**config.mk**
```make
export PLATFORM = sky130hd
export DESIGN_NAME = pgm_gfx_ddr_bridge_flat
export DESIGN_NICKNAME = d
export VERILOG_FILES = /design/src/rtl/pgm_gfx_ddr_bridge_if.sv /design/src/rtl/pgm_gfx_ddr_bridge.sv /design/src/flat_wrapper.sv
export SDC_FILE = /design/constraint.sdc
export NUM_CORES = 1
export LEC_CHECK = 0
export CORE_UTILIZATION = 45
export DETAILED_ROUTE_END_ITERATION = 7
export GPL_ROUTABILITY_DRIVEN = 0
export PLACE_DENSITY_LB_ADDON = 0.12
export SLEW_MARGIN = 0
export SYNTH_ARGS = -nofsm -noshare
export SYNTH_HDL_FRONTEND = slang
export SYNTH_SLANG_ARGS = --single-unit
export TNS_END_PERCENT = 20
```
**constraint.sdc**
```tcl
create_clock -name clk -period 5.3 [get_ports clk]
set_input_delay 1.06 -clock clk [delete_from_list [all_inputs] [get_ports clk]]
set_output_delay 1.06 -clock clk [all_outputs]
set_load 0.02 [all_outputs]
```
**src/rtl/pgm_gfx_ddr_bridge_if.sv**
```systemverilog
`default_nettype none
// ============================================================================
// Module   : pgm_gfx_ddr_bridge_if
// Brief    : Graphics-fetch client port plus Avalon-MM read port bundle.
// Revision : 1.0
// ============================================================================
interface pgm_gfx_ddr_bridge_if;
    logic        rd;
    logic [28:0] addr;
    logic [63:0] dout;
    logic        busy;
    logic        dout_ready;
    logic        inval;
    logic        ddr_rd;
    logic [28:0] ddr_addr;
    logic [7:0]  ddr_burstcnt;
    logic        ddr_waitrequest;
    logic [63:0] ddr_dout;
    logic        ddr_dout_ready;

    // The bridge is the slave; the video engine plus DDR controller form the master side.
    modport slave (
        input  rd, addr, inval, ddr_waitrequest, ddr_dout, ddr_dout_ready,
        output dout, busy, dout_ready, ddr_rd, ddr_addr, ddr_burstcnt
    );

    modport master (
        output rd, addr, inval, ddr_waitrequest, ddr_dout, ddr_dout_ready,
        input  dout, busy, dout_ready, ddr_rd, ddr_addr, ddr_burstcnt
    );
endinterface
`default_nettype wire

```
**src/rtl/pgm_gfx_ddr_bridge.sv**
```systemverilog
`default_nettype none
// ============================================================================
// Module   : pgm_gfx_ddr_bridge
// Brief    : 64-bit word reads turned into aligned DDR bursts, one-line buffer.
// Revision : 1.0
// ============================================================================
module pgm_gfx_ddr_bridge #(
    parameter int BURST = 4
) (
    input  logic                 clk,
    input  logic                 reset,
    pgm_gfx_ddr_bridge_if.slave  bus
);
    localparam int OFFW  = $clog2(BURST);
    localparam int TAGW  = 29 - OFFW;
    localparam int PENDW = OFFW + 1;
    localparam logic [PENDW-1:0] PEND_FULL = PENDW'(BURST);
    localparam logic [OFFW-1:0]  LAST_BEAT = OFFW'(BURST - 1);

    typedef enum logic [2:0] {
        S_IDLE  = 3'd0,
        S_HIT   = 3'd1,
        S_REQ   = 3'd2,
        S_FILL  = 3'd3,
        S_DRAIN = 3'd4
    } state_t;

    state_t           state, state_nxt;
    logic [63:0]      line_buf [BURST];
    logic [TAGW-1:0]  tag, tag_nxt;
    logic             valid, valid_nxt;
    logic             armed, armed_nxt;
    logic             fill_inval, fill_inval_nxt;
    logic [28:0]      req_addr, req_addr_nxt;
    logic [OFFW-1:0]  beat, beat_nxt;
    logic [PENDW-1:0] pend, pend_nxt;
    logic             ddr_rd_q, ddr_rd_nxt;
    logic [28:0]      ddr_addr_q, ddr_addr_nxt;
    logic [63:0]      dout_q, dout_nxt;
    logic             dout_ready_q, dout_ready_nxt;
    logic             buf_we;
    logic [OFFW-1:0]  req_off;
    logic             accept;
    logic             tag_hit;
    logic             grant;

    assign req_off = req_addr[OFFW-1:0];
    assign grant   = ddr_rd_q && !bus.ddr_waitrequest;
    assign accept  = bus.rd && (state == S_IDLE) && armed;
    assign tag_hit = valid && !bus.inval && (tag == bus.addr[28:OFFW]);

    // Outstanding beats of a granted burst; an Avalon burst cannot be aborted, so no reset.
    always_comb begin
        pend_nxt = pend;
        if (grant)
            pend_nxt = PEND_FULL;
        else if (bus.ddr_dout_ready && (pend != '0))
            pend_nxt = pend - PENDW'(1);
    end

    always_ff @(posedge clk) begin
        pend <= pend_nxt;
    end

    always_comb begin
        state_nxt      = state;
        tag_nxt        = tag;
        valid_nxt      = valid;
        armed_nxt      = armed;
        fill_inval_nxt = fill_inval;
        req_addr_nxt   = req_addr;
        beat_nxt       = beat;
        ddr_rd_nxt     = ddr_rd_q;
        ddr_addr_nxt   = ddr_addr_q;
        dout_nxt       = dout_q;
        dout_ready_nxt = 1'b0;
        buf_we         = 1'b0;

        if (!bus.rd)
            armed_nxt = 1'b1;
        if (bus.inval)
            fill_inval_nxt = 1'b1;

        case (state)
            S_IDLE: begin
                if (accept) begin
                    req_addr_nxt = bus.addr;
                    if (tag_hit) begin
                        state_nxt = S_HIT;
                    end else begin
                        valid_nxt      = 1'b0;
                        fill_inval_nxt = 1'b0;
                        ddr_addr_nxt   = {bus.addr[28:OFFW], {OFFW{1'b0}}};
                        ddr_rd_nxt     = 1'b1;
                        state_nxt      = S_REQ;
                    end
                end
            end
            S_HIT: begin
                dout_nxt       = line_buf[req_off];
                dout_ready_nxt = 1'b1;
                state_nxt      = S_IDLE;
            end
            S_REQ: begin
                if (!bus.ddr_waitrequest) begin
                    ddr_rd_nxt = 1'b0;
                    beat_nxt   = '0;
                    state_nxt  = S_FILL;
                end
            end
            S_FILL: begin
                if (bus.ddr_dout_ready) begin
                    buf_we   = 1'b1;
                    beat_nxt = beat + OFFW'(1);
                    if (beat == req_off) begin
                        dout_nxt       = bus.ddr_dout;
                        dout_ready_nxt = 1'b1;
                    end
                    if (beat == LAST_BEAT) begin
                        // An invalidate seen during the fetch means the line may be stale.
                        tag_nxt   = req_addr[28:OFFW];
                        valid_nxt = !(fill_inval || bus.inval);
                        state_nxt = S_IDLE;
                    end
                end
            end
            S_DRAIN: begin
                if (pend == '0)
                    state_nxt = S_IDLE;
            end
            default: begin
                state_nxt = S_IDLE;
            end
        endcase

        // The client still holds rd during its ready cycle; disarm so it is not re-accepted.
        if (dout_ready_nxt)
            armed_nxt = 1'b0;
        if (bus.inval)
            valid_nxt = 1'b0;
    end

    always_ff @(posedge clk) begin
        if (reset) begin
            state        <= (pend_nxt != '0) ? S_DRAIN : S_IDLE;
            valid        <= 1'b0;
            beat         <= '0;
            armed        <= 1'b1;
            fill_inval   <= 1'b0;
            ddr_rd_q     <= 1'b0;
            ddr_addr_q   <= '0;
            dout_q       <= '0;
            dout_ready_q <= 1'b0;
        end else begin
            state        <= state_nxt;
            tag          <= tag_nxt;
            valid        <= valid_nxt;
            beat         <= beat_nxt;
            armed        <= armed_nxt;
            fill_inval   <= fill_inval_nxt;
            req_addr     <= req_addr_nxt;
            ddr_rd_q     <= ddr_rd_nxt;
            ddr_addr_q   <= ddr_addr_nxt;
            dout_q       <= dout_nxt;
            dout_ready_q <= dout_ready_nxt;
        end
    end

    always_ff @(posedge clk) begin
        if (buf_we)
            line_buf[beat] <= bus.ddr_dout;
    end

    assign bus.dout         = dout_q;
    assign bus.dout_ready   = dout_ready_q;
    assign bus.ddr_rd       = ddr_rd_q;
    assign bus.ddr_addr     = ddr_addr_q;
    assign bus.ddr_burstcnt = 8'(BURST);
    assign bus.busy         = (state != S_IDLE) || (!armed && bus.rd);
endmodule
`default_nettype wire

```
**src/flat_wrapper.sv**
```systemverilog
// flat-port wrapper written by rule: the top's interface ports become plain ports
module pgm_gfx_ddr_bridge_flat 
#(
    parameter int BURST = 4
)
  (clk, reset, bus_rd, bus_addr, bus_inval, bus_ddr_waitrequest, bus_ddr_dout, bus_ddr_dout_ready, bus_dout, bus_busy, bus_dout_ready, bus_ddr_rd, bus_ddr_addr, bus_ddr_burstcnt);
  pgm_gfx_ddr_bridge_if bus_i ();
  input  logic clk;
  input  logic reset;
  input wire logic [$bits(bus_i.rd)-1:0] bus_rd;
  input wire logic [$bits(bus_i.addr)-1:0] bus_addr;
  input wire logic [$bits(bus_i.inval)-1:0] bus_inval;
  input wire logic [$bits(bus_i.ddr_waitrequest)-1:0] bus_ddr_waitrequest;
  input wire logic [$bits(bus_i.ddr_dout)-1:0] bus_ddr_dout;
  input wire logic [$bits(bus_i.ddr_dout_ready)-1:0] bus_ddr_dout_ready;
  output wire logic [$bits(bus_i.dout)-1:0] bus_dout;
  output wire logic [$bits(bus_i.busy)-1:0] bus_busy;
  output wire logic [$bits(bus_i.dout_ready)-1:0] bus_dout_ready;
  output wire logic [$bits(bus_i.ddr_rd)-1:0] bus_ddr_rd;
  output wire logic [$bits(bus_i.ddr_addr)-1:0] bus_ddr_addr;
  output wire logic [$bits(bus_i.ddr_burstcnt)-1:0] bus_ddr_burstcnt;
  assign bus_i.rd = bus_rd;
  assign bus_i.addr = bus_addr;
  assign bus_i.inval = bus_inval;
  assign bus_i.ddr_waitrequest = bus_ddr_waitrequest;
  assign bus_i.ddr_dout = bus_ddr_dout;
  assign bus_i.ddr_dout_ready = bus_ddr_dout_ready;
  assign bus_dout = bus_i.dout;
  assign bus_busy = bus_i.busy;
  assign bus_dout_ready = bus_i.dout_ready;
  assign bus_ddr_rd = bus_i.ddr_rd;
  assign bus_ddr_addr = bus_i.ddr_addr;
  assign bus_ddr_burstcnt = bus_i.ddr_burstcnt;
  pgm_gfx_ddr_bridge #(.BURST(BURST)) u_core (.clk(clk), .reset(reset), .bus(bus_i));
endmodule
```
==> results.md, run 1 <==
- The cell at the root of the clock tree is sky130_fd_sc_hd__clkbuf_16.
- Counting the fill cells in the layout gives 2799.
- The total grt overflow is 0.
- Synthesis produced a netlist whose cell count is 1002.
- The final non-filler cell total is 1677.
- The count of TritonRoute iterations in the first routing pass is 5.
- Of all flip-flops after synthesis, the portion carrying an async set or reset was 0.
- The clock skew is 0.02012 ns.
- The number of nets in the final layout is 1293.
- The routed design could run at a clock period as short as 3.499 ns.
- The register clock-pin slew on the reported worst setup and hold paths is 0.06 ns.
- The worst register-to-register path has a depth of 4.
- Of the total power, the share spent switching nets is 0.2609.
- The count of maximum capacitance violations is 0.
- 203 I/O pins were placed.
- The data arrival time at the worst-slack endpoint is 2.44 ns.
- At the pin with the least slew margin, the transition time is 1.068 ns.
- The number of routed nets with antenna violations is 0.
- The largest net degree at the start of global routing is 107.
- The area of the mapped netlist is 15990 µm².
- The total via count in the routed design is 8851.
- The run finished with clean final reports.
- The delay of the slowest critical-path stage is 0.60 ns.
- sky130_fd_sc_hd__edfxtp_1 is the most common cell in the netlist.
- The worst-case headroom to the max-slew limit is 0.2883.
- Yosys attributes the largest share of cell area to sky130_fd_sc_hd__edfxtp_1 (59%), sky130_fd_sc_hd__dfxtp_1 (13%), sky130_fd_sc_hd__mux4_2 (9.0%), sky130_fd_sc_hd__a311oi_1 (3.5%), sky130_fd_sc_hd__nand2_1 (3.2%).
- The number of post-CTS setup repair buffers is 0.
- The critical path capture point type is an output port.
- The global-route wire length before repair is 51900 µm.
- The H-tree was split into 2 levels.
- Of all cell types, the one taking the most synthesized area is sky130_fd_sc_hd__edfxtp_1.
- The internal power consumption is 6.254 mW.
- The floorplan die width is 190.5 µm.
- The topmost layer with routed signal wires is met4.
- The synthesized area per cell is 15.95 µm².
- After legalization and detailed placement, the total HPWL measured 19280 µm.
- The maximum clock path buffer count is 3.
- For this run, the total global-route usage over all layers was measured as 0.1869.
- Wires add up to 33490 µm.
- The critical path contains buffers and inverters numbering 2 combined.
- For this configuration, the core starts out at a cell density of 0.4605.
- The leakage power is 6.403 nW.
- The fraction of layout instances using a drive strength above 1 is 0.1212.
- The sequential area share after synthesis is 0.7207.
- The cell with the biggest individual delay on the critical path is sky130_fd_sc_hd__clkdlybuf4s50_1.
- The startpoint class of the critical path is an input port.
- The peak clock frequency supported by timing is 0.2858 GHz.
- The post-synthesis sequential element count is 418.
- Setup total negative slack on the finished layout was measured at 0 ns.
- The insertion delay to the later sink of the worst-skew pair is 0.53 ns.
- Setup repair after global routing left no endpoint under its margin.
- In this run the worst hold path is classified as flip-flop to flip-flop.
- In this run the power spent charging and discharging nets is 2.208 mW.
- During synthesis, Yosys emitted a total of 0 warnings.
- Counting flops with a built-in enable in the synthesized netlist gives 315.
- The met3 layer wire length in the routed design is 1819 µm.
- After detailed routing, the number of vias per cell comes to 5.278.
- The clock sink count is 418.
- The signal on the critical path passes through clkdlybuf4s50_1, nor2b_1, nand2b_1, clkdlybuf4s50_1.
- The number of different library cells used by synthesis comes to 38.
- Once placement finished, the instance area stood at 18350 µm².
- The count of buffers added on input and output ports is 192.
- The wire length on met1 is 15040 µm.
- Sorting the synthesized cells by how often they occur yields sky130_fd_sc_hd__edfxtp_1 (315), sky130_fd_sc_hd__nand2_1 (135), sky130_fd_sc_hd__dfxtp_1 (103).
- Of the total power, registers draw 0.471.
- In the final routed layout, each cell accounts on average for 19.97 µm.
- The clock power share is 0.343.
- The final-report setup violation count is 0.
- The number of antenna violations at the first check in global routing is 1.
- The cell count along the critical path is 4.
- The post-route clock period utilization is 0.6601.
- The worst-case register-to-register setup slack is 2.03 ns.
- TritonCTS built the clock tree.
- After floorplanning, the core was divided into 68 placement rows.
- The vertical die dimension is 190.5 µm.
- The die outline area is 36280 µm².
- The maximum resistive drop on vdd is 0.0002461 V.
- The logic gate share of total power is 0.186.
- The number of max-slew violations in the final report is 0.
- The least setup slack across all paths after layout is 1.801 ns.
- The cell area after layout is 19700 µm².
- The power per standard cell area is 429.5 nW/µm².
- The flip-flop cell with the highest count after synthesis is sky130_fd_sc_hd__edfxtp_1.
- After clock tree synthesis, the repair step resized 0 gates.
- At the worst endpoint, the required time is 4.24 ns.
- The via count of the first global-routing pass came to 9019.
- The placed instance count is 1598.
- The area added between synthesis and finish is 23.25%.
- The routed length on met2 is 15880 µm.
- The total area inside the core boundary comes to 34710 µm².
- Of the post-synthesis cell area, the dominant cell type holds 0.5917.
- The worst hold path was traced through 0 stages.
- The number of CTS-inserted buffers is 43.
- The number of hold-repair buffers added at the cts stage is 0.
- The total count of hold-check failures in the final report is 0.
- The start-to-end type of the worst setup path is input port to output port.
- Timing analysis after detailed placement gives a worst setup slack of 1.795 ns.
- Along the worst path, the maximum fanout reaches 3.
- After the first detailed-routing iteration, the DRC count stood at 567.
- In this design, the largest share of critical-path delay is due to buffers and inverters.
- In this design, the critical path's most frequently occurring cell is sky130_fd_sc_hd__clkdlybuf4s50_1.
- The total DRC errors in the routed layout is 0.
==> layer usage <==
metal / vias to the layer above / GRT usage
met1: 4420 / 0.2616
met4: 0 / 0.05477
met5: - / 0
met3: 53 / 0.03404
met2: 240 / 0.2992
li1: 4138 / -
==> power by group through the flow <==
stage | Combinational [mW] | Clock, mW | Sequential [mW]
final | 1.57 | 2.90 | 3.99
after global routing | 1.71 | 3.08 | 4.02
after CTS | 1.60 | 2.97 | 3.99
after detailed placement | 1.59 | 0 | 4.06
after global placement | 1.57 | 0 | 4.06
after floorplan | 0.832 | 0 | 4.14
==> sequential cells by signal (all words and copies together) (netlist names), named ones only <==
signal and count:
u_core.valid 1, u_core.beat 2, u_core.pend 3, u_core.req_addr 29, u_core.bus.ddr_rd 1, u_core.bus.dout_ready 1, u_core.tag 27, u_core.bus.ddr_addr 27
u_core.armed 1, u_core.bus.dout 64, u_core.fill_inval 1, u_core.state 3, u_core.line_buf 256
==> area by class of cell <==
| type | instances | area, µm² | share of cell area |
|---|---|---|---|
| sequential | 418 | 11530 | 0.5851 |
| inverter | 5 | 18.77 | 0.0009525 |
| antenna | 1 | 2.502 | 0.0001270 |
| tap | 455 | 569.3 | 0.02889 |
| multi-input combinational | 515 | 4189 | 0.2126 |
| clock inverter | 9 | 87.58 | 0.004445 |
| timing repair buffer | 205 | 2042 | 0.1036 |
| clock buffer | 69 | 1266 | 0.06426 |
==> through the flow <==
stage,power (mW),hold WS (ns),util
after detailed placement,5.649,0.4052,0.5285
after CTS,8.557,0.4149,0.5675
after global placement,5.629,0.4008,0.5285
final,8.462,0.4157,0.5676
after global routing,8.816,0.4188,0.5675
after floorplan,4.975,0.4003,-
==> cells by family after synthesis <==
| family | after synthesis | share of synthesized area |
|---|---|---|
| DFF | 418 | 0.7207 |
| and+or+nand+nor | 296 | 0.08414 |
| muxes | 93 | 0.1085 |
| AOI/OAI and AO/OA | 80 | 0.04226 |
| buffers and inverters | 77 | 0.02285 |
| xor gates and xnor gates | 30 | 0.01644 |
| adders and majority gates | 6 | 0.004696 |
| other | 2 | 0.0004698 |
==> placed cells by master (no fill, tap or decap), types with 3 or more instances in the layout <==
cell type and count:
sky130_fd_sc_hd__edfxtp_1 315, sky130_fd_sc_hd__clkdlybuf4s50_1 191, sky130_fd_sc_hd__nand2_1 134, sky130_fd_sc_hd__dfxtp_1 101
sky130_fd_sc_hd__nor2_1 72, sky130_fd_sc_hd__mux4_2 64, sky130_fd_sc_hd__a311oi_1 64, sky130_fd_sc_hd__nand2b_1 59
sky130_fd_sc_hd__clkbuf_16 45, sky130_fd_sc_hd__xnor2_1 27, sky130_fd_sc_hd__mux2i_1 27, sky130_fd_sc_hd__clkbuf_1 19
sky130_fd_sc_hd__buf_4 12, sky130_fd_sc_hd__conb_1 10, sky130_fd_sc_hd__nand4_1 7, sky130_fd_sc_hd__ha_1 6
sky130_fd_sc_hd__clkinv_1 6, sky130_fd_sc_hd__inv_1 5, sky130_fd_sc_hd__nor2b_1 5, sky130_fd_sc_hd__clkbuf_8 5
sky130_fd_sc_hd__a21oi_1 4, sky130_fd_sc_hd__nor3_1 4, sky130_fd_sc_hd__and3_4 3, sky130_fd_sc_hd__xor2_1 3
==> final timing paths <==
path	from	to
hold reg to reg	u_core.req_addr[25]	u_core.tag[23]
hold / removal	u_core.req_addr[25]	u_core.tag[23]
setup reg to reg	u_core.state[1]	u_core.line_buf[3][52]
setup / recovery	bus_rd	bus_busy
==> worst register-to-register path: stages (launching register included) <==
cell,delay (ns)
sky130_fd_sc_hd__edfxtp_1,0.52
sky130_fd_sc_hd__nor2b_1,0.45
sky130_fd_sc_hd__nand2_4,0.61
sky130_fd_sc_hd__nor2_4,0.97
sky130_fd_sc_hd__buf_12,0.38
Power figures use the tool's default switching activity.
==> run 2, diff against run 1 <==
- clock period: 5.3 -> 3.2 ns (I/O delays scaled with it)
==> results.md, run 2 (same netlist as run 1, synthesis figures left out) <==
- The global-route track usage on met1 came to 0.2619 (+0.0002663).
- The number of max-slew violations in the final report came to 0 (unchanged).
- The half-perimeter wire length after placement is 20060 µm (+4.0%).
- The via density per instance is 5.257 (-0.40%).
- The start-to-end type of the worst setup path is flip-flop to output port.
- The count of instances resized after the clock tree is built was 0 (unchanged).
- The busiest layer in global routing is met2.
- The flow ran to the end, and the final reports show no timing, DRC or antenna violations.
- The via count of the first global-routing pass is 9023 (+0.044%).
- The number of CTS-inserted buffers is 46 (+7.0%).
- The maximum clock path buffer count is 3 (unchanged).
- The floorplan die width was 190.5 µm (unchanged).
- Leaving out fill and tap cells, the most frequent cells in the layout are sky130_fd_sc_hd__edfxtp_1 (315), sky130_fd_sc_hd__clkdlybuf4s50_1 (191), sky130_fd_sc_hd__nand2_1 (134).
- The register with the most flip-flops is u_core.line_buf.
- The final core area utilization is 0.5770 (+0.009372).
- The number of fill cells in the layout came to 2732 (-2.4%).
- The global-route wire length before repair is 52560 µm (+1.3%).
- The power per standard cell area is 714.7 nW/µm² (+66%).
- The total grt overflow is 0 (unchanged).
- The worst register-to-register path begins at u_core.state[1].
- The critical path data required time was 2.56 ns (-1.68 ns).
- The initial core utilization was 0.4605 (unchanged).
- The aggregate global-route resource usage is 0.1918 (+0.004808).
- The cell at the root of the clock tree is sky130_fd_sc_hd__clkbuf_16.
- The number of H-tree levels is 2 (unchanged).
- The DRC violation total after the first TritonRoute iteration came to 518 (-8.6%).
- The TritonCTS clock tree is done.
- The total DRC errors in the routed layout is 0 (unchanged).
- The worst path in the final design needs a cycle of 2.856 ns, including I/O delays and setup.
- The area growth from synthesis to layout is 25.29%.
- The number of core rows is 68 (unchanged).
- The biggest fanout along the worst timing path is 10 (+7).
- The total count of hold-check failures in the final report is 0 (unchanged).
- The total via count in the routed design came to 8910 (+0.67%).
- The number of routed nets with antenna violations came to 0 (unchanged).
- The clock sink count was 418 (unchanged).
- The register clock-pin slew on the reported worst setup and hold paths was 0.05 ns (about the same).
- The flip-flop count of the largest register, all copies and words added is 256 (unchanged).
- The leading cell type in the layout, fill and taps excluded is sky130_fd_sc_hd__edfxtp_1.
- The number of antenna violations at the first check in global routing is 2 (+1).
- The clock skew came to 0.01829 ns (-0.001831 ns).
- The slew at the pin closest to its max-slew limit is 0.7487 ns (-0.3189 ns).
- The count of maximum capacitance violations came to 0 (unchanged).
- Based on the critical path, the design can be clocked at up to 0.3501 GHz.
- The placeable core region is 34710 µm² (unchanged).
- The vertical die dimension is 190.5 µm (unchanged).
- In this run the worst hold path is classified as flip-flop to flip-flop.
- The routed wire length was 34080 µm (+1.8%).
- Setup repair after global routing left no endpoint under its margin.
- The critical path capture point type is an output port.
- The area used by multi-input combinational logic came to 4189 µm² (unchanged).
- The routed wirelength normalized by instance count is 20.11 µm (+0.68%).
- In this run the most critical hold path is launched from u_core.req_addr[24].
- The placed instance count came to 1610 (+0.75%).
- The maximum resistive drop on vdd is 0.0004889 V (+99%).
- The data arrival time at the worst-slack endpoint is 2.22 ns (-0.22 ns).
- The number of post-CTS setup repair buffers is 0 (unchanged).
- The met3 track demand over resource was 0.03699 (+0.002944).
- The fraction of layout instances using a drive strength above 1 came to 0.1364 (+0.01519).
- The number of hold-repair buffers added at the cts stage came to 0 (unchanged).
- The worst-case headroom to the max-slew limit is 0.5009 (+0.2126).
- The final-report setup violation count is 0 (unchanged).
- The final non-filler cell total came to 1695 (+1.1%).
- The worst slack after detailed placement is 0.4435 ns (-1.352 ns).
- Dividing the final minimum period by the clock period gives 0.8925.
- The least setup slack across all paths after layout is 0.3439 ns (-1.458 ns).
- The die outline area came to 36280 µm² (unchanged).
- The largest net degree at the start of global routing is 76 (-29%).
- The total of buffers placed on input and output ports came to 192 (unchanged).
- The worst-case register-to-register setup slack is 0.80 ns (-1.23 ns).
- The critical path starts at u_core.state[0].
- The number of nets in the final layout was 1308 (+1.2%).
- The startpoint class of the critical path is a flip-flop.
- The area used by sequential logic in the layout is 11530 µm² (unchanged).
- The insertion delay to the later sink of the worst-skew pair is 0.55 ns (+0.02 ns).
- The I/O pin count is 203 (unchanged).
- The count of TritonRoute iterations in the first routing pass is 4 (-1).
- The global routing met2 resource utilization is 0.3103 (+0.01119).
- The leakage power is 6.548 nW (+2.3%).
==> run 2: cell types whose count changed in the layout (fill, tap and decap cells not counted), sizes merged <==
cell      change
buf          +12
clkbuf        +5
clkinv        -1
clkinvlp      +1
inv           +1
==> run 2: metal layers <==
| layer | wire [µm] | up-vias | share of wire |
|---|---|---|---|
| met5 | 13 | - | 0.00038 |
| met1 | 15480 | 4465 | 0.45 |
| met4 | 786 | 2 | 0.023 |
| li1 | - | 4181 | - |
| met3 | 1681 | 59 | 0.049 |
| met2 | 16120 | 203 | 0.47 |
==> run 2: critical path, cell delays in order, from the launching register on <==
cell and delay (ns):
sky130_fd_sc_hd__edfxtp_1 0.55, sky130_fd_sc_hd__nor3_1 0.50, sky130_fd_sc_hd__nand2b_1 0.09, sky130_fd_sc_hd__clkdlybuf4s50_1 0.54
==> run 2: stage by stage <==
stage / cell area (µm²) / power [mW] / hold slack, ns / setup TNS [ns]
floorplan: 16020 / 8.240 / 0.4003 / -15.27
global placement: 18580 / 9.390 / 0.4008 / 0
detailed placement: 18580 / 9.424 / 0.4045 / 0
CTS: 20030 / 14.49 / 0.4180 / 0
global route: 20030 / 14.93 / 0.4204 / 0
finish: 20030 / 14.31 / 0.4145 / 0
==> run 2: path summary, 6_finish.rpt <==
kind / endpoint / depth (start not counted)
setup / recovery: bus_busy / 3
hold / removal: u_core.tag[22] / 0
setup reg to reg: u_core.line_buf[2][16] / 4
hold reg to reg: u_core.tag[22] / 0
==> run 2: area by class of cell <==
class | instances | area share
flip-flops and latches | 418 | 0.5756
multi-input cells | 515 | 0.2091
repair buffers | 217 | 0.1133
clock buffers | 74 | 0.06728
well taps | 455 | 0.02842
clock inverters | 10 | 0.005185
inverters | 5 | 0.0009370
diodes | 1 | 0.0001249
==> run 2: power breakdown <==
group	switching, mW	total [mW]	internal [mW]
sequential	0.285	6.54	6.26
clock	2.01	5.04	3.03
combinational	1.43	2.73	1.30
total	3.73	14.3	10.6
==> run 3, diff against run 2 <==
- CORE_UTILIZATION: 45 -> 52
- CTS_BUF_LIST: default -> sky130_fd_sc_hd__clkbuf_4
==> results.md, run 3 (same netlist as run 1, synthesis figures left out) <==
- The run finished with clean final reports.
- The final-report setup violation count is 0 (unchanged).
- The maximum resistive drop on vdd is 0.0003784 V (-23%).
- The maximum clock path buffer count is 3 (unchanged).
- The global-route wire length before repair is 51520 µm (-2.0%).
- The total grt overflow was 0 (unchanged).
- The half-perimeter wire length after placement is 18860 µm (-6.0%).
- The aggregate global-route resource usage is 0.2153 (+0.02355).
- TritonCTS built the clock tree.
- The clock sink count is 418 (unchanged).
- The number of routed nets with antenna violations is 0 (unchanged).
- The count of TritonRoute iterations in the first routing pass is 4 (unchanged).
- The total via count in the routed design is 9351 (+4.9%).
- The total count of hold-check failures in the final report was 0 (unchanged).
- The number of post-CTS setup repair buffers is 0 (unchanged).
- The register clock-pin slew on the reported worst setup and hold paths is 0.07 ns (+0.02 ns).
- The fraction of layout instances using a drive strength above 1 is 0.2129 (+0.07646).
- The routed wirelength normalized by instance count is 19.01 µm (-5.5%).
- The power per standard cell area is 695.8 nW/µm² (-2.6%).
- The data arrival time at the worst-slack endpoint is 2.33 ns (+0.11 ns).
- The number of hold-repair buffers added at the cts stage is 0 (unchanged).
- Setup repair after global routing left no endpoint under its margin.
- The via density per instance came to 5.359 (+1.9%).
- The via count of the first global-routing pass is 9498 (+5.3%).
- The initial core utilization came to 0.5337 (+0.07318).
- The number of max-slew violations in the final report is 0 (unchanged).
- STA classifies the critical path endpoint as an output port.
- The DRC violation total after the first TritonRoute iteration is 516 (-0.39%).
- The slew at the pin closest to its max-slew limit was 0.7926 ns (+0.04390 ns).
- The biggest fanout along the worst timing path was 10 (unchanged).
- The area added between synthesis and finish is 24.51%.
- The count of maximum capacitance violations was 0 (unchanged).
- The number of nets in the final layout came to 1368 (+4.6%).
- The die outline area is 31450 µm² (-13%).
- The leading cell type in the layout, fill and taps excluded is sky130_fd_sc_hd__edfxtp_1.
- The flip-flop count of the largest register, all copies and words added came to 256 (unchanged).
- The worst-case register-to-register setup slack is 0.72 ns (-0.08 ns).
- The worst-case headroom to the max-slew limit is 0.4716 (-0.02927).
- The total DRC errors in the routed layout was 0 (unchanged).
- The number of CTS-inserted buffers is 105 (+130%).
- The critical path data required time was 2.56 ns (about the same).
- The startpoint class of the critical path is a flip-flop.
- The type of the most critical hold path is flip-flop to flip-flop.
- The I/O pin count is 203 (unchanged).
- The number of core rows came to 63 (-7.4%).
- The floorplan die width is 177.3 µm (-6.9%).
- The insertion delay to the later sink of the worst-skew pair came to 0.73 ns (+0.18 ns).
- The cell at the root of the clock tree is sky130_fd_sc_hd__clkbuf_4.
- The post-route clock period utilization is 0.9296 (+0.03710).
- The aggregate negative setup slack is 0 ns (unchanged).
- The routed wire length is 33170 µm (-2.7%).
- The number of H-tree levels came to 3 (+1).
- The peak clock frequency supported by timing is 0.3362 GHz (-4.0%).
- The count of instances resized after the clock tree is built is 0 (unchanged).
- The total of buffers placed on input and output ports is 192 (unchanged).
- The clock skew was 0.06527 ns (+0.04698 ns).
- The leakage power is 6.683 nW (+2.1%).
- In the layout the commonest cells are sky130_fd_sc_hd__edfxtp_1 (315), sky130_fd_sc_hd__clkdlybuf4s50_1 (191), sky130_fd_sc_hd__clkbuf_4 (175).
- The final critical delay including setup and external delays was 2.975 ns (+0.1187 ns).
- The total design power was 13.85 mW (-3.2%).
- The largest net degree at the start of global routing was 81 (+6.6%).
- The start-to-end type of the worst setup path is flip-flop to output port.
- The register with the most flip-flops is u_core.line_buf.
- The vertical die dimension is 177.3 µm (-6.9%).
- The cell area after layout was 19900 µm² (-0.62%).
- The instance area at placement is 18460 µm² (-0.63%).
- The number of antenna violations at the first check in global routing is 2 (unchanged).
- The placeable core region is 29950 µm² (-14%).
-- run 3: cell count changes in the layout (fill, tap and decap cells not counted) --
cell	previous run	this run
sky130_fd_sc_hd__clkinvlp_4	1	2
sky130_fd_sc_hd__buf_4	13	17
sky130_fd_sc_hd__nand2_4	1	0
sky130_fd_sc_hd__clkbuf_8	7	0
sky130_fd_sc_hd__nand2_2	0	1
sky130_fd_sc_hd__diode_2	1	2
sky130_fd_sc_hd__clkbuf_16	47	0
sky130_fd_sc_hd__clkinv_4	0	1
sky130_fd_sc_hd__clkbuf_4	0	175
sky130_fd_sc_hd__buf_12	13	10
sky130_fd_sc_hd__bufinv_16	2	1
sky130_fd_sc_hd__clkinv_1	2	17
sky130_fd_sc_hd__clkbuf_1	20	0
sky130_fd_sc_hd__clkinv_2	4	0
-- run 3: area by class of cell --
class | instances | area (µm²)
antenna | 2 | 5.005
clock buffer | 175 | 1314
clock inverter | 22 | 126.4
fill | 2160 | 10050
inverter | 5 | 18.77
multi-input combinational | 515 | 4184
sequential | 418 | 11530
tap | 390 | 488.0
timing repair buffer | 218 | 2240
-- run 3: worst paths after layout --
| check | startpoint | to | depth (start not counted) |
|---|---|---|---|
| max reg2reg | u_core.state[1] | u_core.line_buf[2][49] | 5 |
| min | u_core.req_addr[16] | u_core.tag[14] | 0 |
| min reg2reg | u_core.req_addr[16] | u_core.tag[14] | 0 |
| max | u_core.state[0] | bus_busy | 3 |
-- run 3: per-stage QoR --
step	hold slack, ns	util	instances	worst slack, ns
2_1_floorplan	0.4003	-	1010	-0.3692
4_1_cts	0.4111	0.6643	1743	0.1171
6_report	0.4062	0.6645	1745	0.2252
3_3_place_gp	0.4006	0.6162	1546	0.4238
5_1_grt	0.4198	0.6644	1744	0.03035
3_5_place_dp	0.4045	0.6162	1546	0.3793
-- run 3: power breakdown --
| part | leakage [nW] | total [mW] | switching (mW) | internal, mW |
|---|---|---|---|---|
| sequential | 3.68 | 6.53 | 0.279 | 6.25 |
| clock | 0.855 | 4.61 | 2.07 | 2.54 |
| combinational | 2.15 | 2.71 | 1.42 | 1.28 |
-- run 3: critical path, cell delays in order (launching register included) --
cell	delay, ns
sky130_fd_sc_hd__edfxtp_1	0.54
sky130_fd_sc_hd__nor3_1	0.48
sky130_fd_sc_hd__nand2b_1	0.10
sky130_fd_sc_hd__clkdlybuf4s50_1	0.55
-- run 3: routing by layer --
layer,global-route usage,wire length (µm)
met1,0.2882,14550
met2,0.3433,15890
met3,0.05206,2113
met4,0.07977,608
met5,0,0
